File: src/rtl/down_counter_pkg.sv
// Shared types and constants for the loadable down counter.
package down_counter_pkg;

   localparam int unsigned COUNT_WIDTH = 4;

   typedef enum logic [1:0] {
      IDLE = 2'd0,
      RUN  = 2'd1,
      DONE = 2'd2
   } state_t;

endpackage : down_counter_pkg

File: src/rtl/down_counter_4bit.sv
// Loadable down counter with start/stop control and a one-cycle terminal-count pulse.
// Define DOWN_COUNTER_AUTO_RELOAD_EN to restart from the reload register after DONE.
module down_counter_4bit
   import down_counter_pkg::*;
#(
   parameter int unsigned WIDTH = COUNT_WIDTH
) (
   input  logic             clk,
   input  logic             reset_n,
   input  logic             load,
   input  logic [WIDTH-1:0] load_data,
   input  logic             start,
   input  logic             stop,
   output logic [WIDTH-1:0] count,
   output logic             busy,
   output logic             done,
   output logic             zero
);

`ifdef DOWN_COUNTER_AUTO_RELOAD_EN
   localparam bit AUTO_RELOAD = 1'b1;
`else
   localparam bit AUTO_RELOAD = 1'b0;
`endif

   state_t           state;
   state_t           state_next;
   logic [WIDTH-1:0] count_next;
   logic [WIDTH-1:0] reload;
   logic [WIDTH-1:0] reload_next;

   // State and datapath registers; busy/done are registered decodes of the next state
   always_ff @(posedge clk or negedge reset_n) begin
      if (!reset_n) begin
         state  <= IDLE;
         count  <= '0;
         reload <= '0;
         busy   <= 1'b0;
         done   <= 1'b0;
      end else begin
         state  <= state_next;
         count  <= count_next;
         reload <= reload_next;
         busy   <= (state_next == RUN);
         done   <= (state_next == DONE);
      end
   end

   // Next-state and datapath logic, priority load > stop > start
   always_comb begin
      state_next  = state;
      count_next  = count;
      reload_next = reload;
      if (load) begin
         count_next  = load_data;
         reload_next = load_data;
         state_next  = IDLE;
      end else begin
         unique case (state)
            IDLE: begin
               if (stop) begin
                  state_next = IDLE;
               end else if (start) begin
                  state_next = (count != '0) ? RUN : DONE;
               end
            end
            RUN: begin
               if (stop) begin
                  state_next = IDLE;
               end else if ((count == WIDTH'(1)) || (count == '0)) begin
                  // Terminal edge: saturate at zero rather than wrap
                  count_next = '0;
                  state_next = DONE;
               end else begin
                  count_next = count - WIDTH'(1);
               end
            end
            DONE: begin
               if (AUTO_RELOAD && (reload != '0)) begin
                  count_next = reload;
                  state_next = RUN;
               end else begin
                  count_next = '0;
                  state_next = IDLE;
               end
            end
            default: begin
               state_next = IDLE;
            end
         endcase
      end
   end

   assign zero = (count == '0);

endmodule : down_counter_4bit
File: config.mk
export PLATFORM = sky130hd
export DESIGN_NAME = down_counter_4bit
export DESIGN_NICKNAME = d
export VERILOG_FILES = /design/src/rtl/down_counter_pkg.sv /design/src/rtl/down_counter_4bit.sv
export SDC_FILE = /design/constraint.sdc
export NUM_CORES = 1
export LEC_CHECK = 0
export BUFFER_PORTS_ARGS = -buffer_cell sky130_fd_sc_hd__buf_2
export CORE_AREA = 2 2 39 41
export DETAILED_ROUTE_END_ITERATION = 10
export DIE_AREA = 0 0 41 43
export GPL_TIMING_DRIVEN = 0
export HOLD_SLACK_MARGIN = 0.08
export SLEW_MARGIN = 5
export SYNTH_ARGS = -nofsm -noshare
export SYNTH_HDL_FRONTEND = slang
export SYNTH_SLANG_ARGS = --single-unit
File: constraint.sdc
create_clock -name clk -period 3.9 [get_ports clk]
set_input_delay 0.585 -clock clk [delete_from_list [all_inputs] [get_ports clk]]
set_output_delay 0.585 -clock clk [all_outputs]
set_load 0.01 [all_outputs]
==> flow_summary.yaml <==
status:
  outcome: "completed"
synth:
  synth-seq-cells: 8
  yosysWarnings: 0
  synthesis.area_um2: 485
  synth_cell_types: 27
  seq_area_frac_synth_pct: 41.2
  avgSynthCellArea_um2: 9.52
  syn_inst: 51
  synth_fp_nets: 63
clock_tree:
  cts.htree.levels: 1
  clkSlewWorstSetupHoldPaths_ps: 60
  cts_sinks: 8
  cts-root-buf: "clkbuf_4"
  cts.repair.resized: 0
  insertion_delay_ps: 260
  ctsHoldBuffers: 0
  post_cts_buffers: 0
  cts_tree: "yes"
  cts_buffer_depth: 2
  numCtsBuffers: 3
routing:
  wl_per_cell_um: 12.4
  drt_iter0_markers: 1
  first_pass_iters: 2
  drc: 0
  drtAntennaViolNets: 0
  viasPerCell: 5.27
  vias: 443
  routed_wl_mm: 1.04
layout:
  area_growth_pct: 23.2
  final_cell_area_um2: 598
  final_common_cell: "buf_2"
  fin_nets: 82
  drive_above_1_share_pct: 30.9
  diodes: 0
  final_cell_mix: "14 x buf_2, 8 x dfrtp_1, 6 x a21oi_1"
sta:
  hold_ws_ps: 159
  min_period_ps: 1900
  fmax_mhz: 528
  rsz0062_at_grt: "false"
  setup_tns_ps: 0
  slew_headroom_pct: 65.8
  hold_viol: 0
  fin_crit_sh_pct: 48.6
  maxSlewViolCount: 0
  setup_viol: 0
  tightest_slew_ps: 513
  skew_ps: 10.2
power_and_ir_drop:
  pwr-share-comb_pct: 27.8
  power_frac_seq_pct: 44.2
  p_sw_share_pct: 32.1
  leakagePower_nw: 0.289
  p_clk_share_pct: 28.0
  switchingPower_w: 0.0000730
  intPower_w: 0.000154
  finalPower_w: 0.000227
  ir_drop_v: 0.000194
  power.density_mw_per_mm2: 380
floorplanning:
  io_pins: 16
  rows: 14
  die_area_mm2: 0.00176
  initial_core_util_pct: 35.1
  die_x_um: 41
  core_mm2: 0.00138
  die_y_um: 43
global_routing:
  grt_pass1_wl_mm: 1.63
  grt_max_degree: 11
  grt_pass1_vias: 403
  grt-ovfl-total: 0
  grt_util_all_layers_pct: 13.7
  antenna_found_initial: 0
critical_path:
  required_ps: 3310
  worstPathMaxFanout: 6
  arrival_ps: 1310
  start_kind: "flop"
  path_class: "flop to output pin"
  end_kind: "output pin"
placement:
  place.gp.congestion: 0.807
  portBuffers: 14
  dpl_cell_area_um2: 576
  dp_hpwl_um: 790
job:
  max_cap_violations: 0
hold_path:
  worstHoldPathType: "input port to asynchronous set/reset pin"
## critical path, cell delays in order (launching register included)
cell,delay (ps)
dfrtp_1,440
nor2_1,280
and2_1,200
buf_2,140
## sequential cells by signal, summed over array words and instances (netlist names)
name,cells
count,4
state,2
busy,1
done,1
## routing by layer
metal | track usage, % | wire, um | vias up
li1 | - | - | 226
met1 | 17.6 | 503 | 202
met2 | 20.0 | 452 | 13
met3 | 6.28 | 69 | 2
met4 | 4.00 | 14 | 0
met5 | 0 | 0 | -
## metrics by stage
step	utilization, %	setup slack, ps	std cells
5_1_grt	43.2	1910	84
2_1_floorplan	-	2330	51
4_1_cts	43.2	2000	84
6_report	43.2	2000	84
3_3_place_gp	41.6	2080	81
3_5_place_dp	41.6	2080	81
## cell usage after synthesis (all sizes together)
cell type / number / area share, %
and2: 2 / 2.6
o221a: 1 / 2.3
or2: 1 / 1.3
ha: 3 / 7.7
o2bb2a: 1 / 2.1
nand2: 3 / 2.3
nor2: 3 / 2.3
nor4b: 1 / 1.8
nor4: 1 / 2.6
a32oi: 1 / 1.8
a211oi: 2 / 3.1
a21o: 1 / 1.5
dfrtp: 8 / 41
buf: 1 / 2.3
o22ai: 1 / 1.3
inv: 3 / 2.3
a41oi: 1 / 1.8
or3b: 1 / 1.8
o21ai: 3 / 3.1
a21oi: 6 / 6.2
nand2b: 1 / 1.3
nor3: 2 / 2.1
clkbuf: 1 / 0.77
nand3: 1 / 1.0
a22o: 1 / 1.8
a22oi: 1 / 1.5
## kinds of logic after synthesis
family | count (synthesis) | synth area share (%)
AO/OA/AOI/OAI | 19 | 26.5
flip-flops | 8 | 41.2
buffers and inverters | 5 | 5.41
adder cells (fa/ha/maj) | 3 | 7.73
AND/OR/NAND/NOR | 16 | 19.1
## power by group through the flow
stage	sequential (W)	clock [W]	combinational, W
floorplan	0.000104	0	0.0000394
global placement	0.000102	0	0.0000631
detailed placement	0.000102	0	0.0000639
CTS	0.000100	0.0000671	0.0000640
global route	0.000101	0.0000703	0.0000721
finish	0.000101	0.0000637	0.0000632
## path summary, 6_finish.rpt
kind	from	to	slack, ps	depth (start not counted)
hold reg to reg	state[1]$_DFF_PN0_	state[0]$_DFF_PN0_	570	1
setup / recovery	count[2]$_DFFE_PN0P_	zero	2000	3
hold / removal	reset_n	state[0]$_DFF_PN0_	160	1
setup reg to reg	count[0]$_DFFE_PN0P_	busy$_DFF_PN0_	2300	5
max in group asynchronous	reset_n	count[3]$_DFFE_PN0P_	3560	1
min in group clk	load_data[1]	count[1]$_DFFE_PN0P_	560	3
## cell type report
class,instances,area [um2]
inverter,3,11.3
multi-input combinational,38,259
timing repair buffer,14,70.1
tap,16,20.0
buffer,2,15.0
fill,148,786
clock buffer,3,22.5
sequential,8,200
Note: power is estimated with default switching activity, not from simulation.
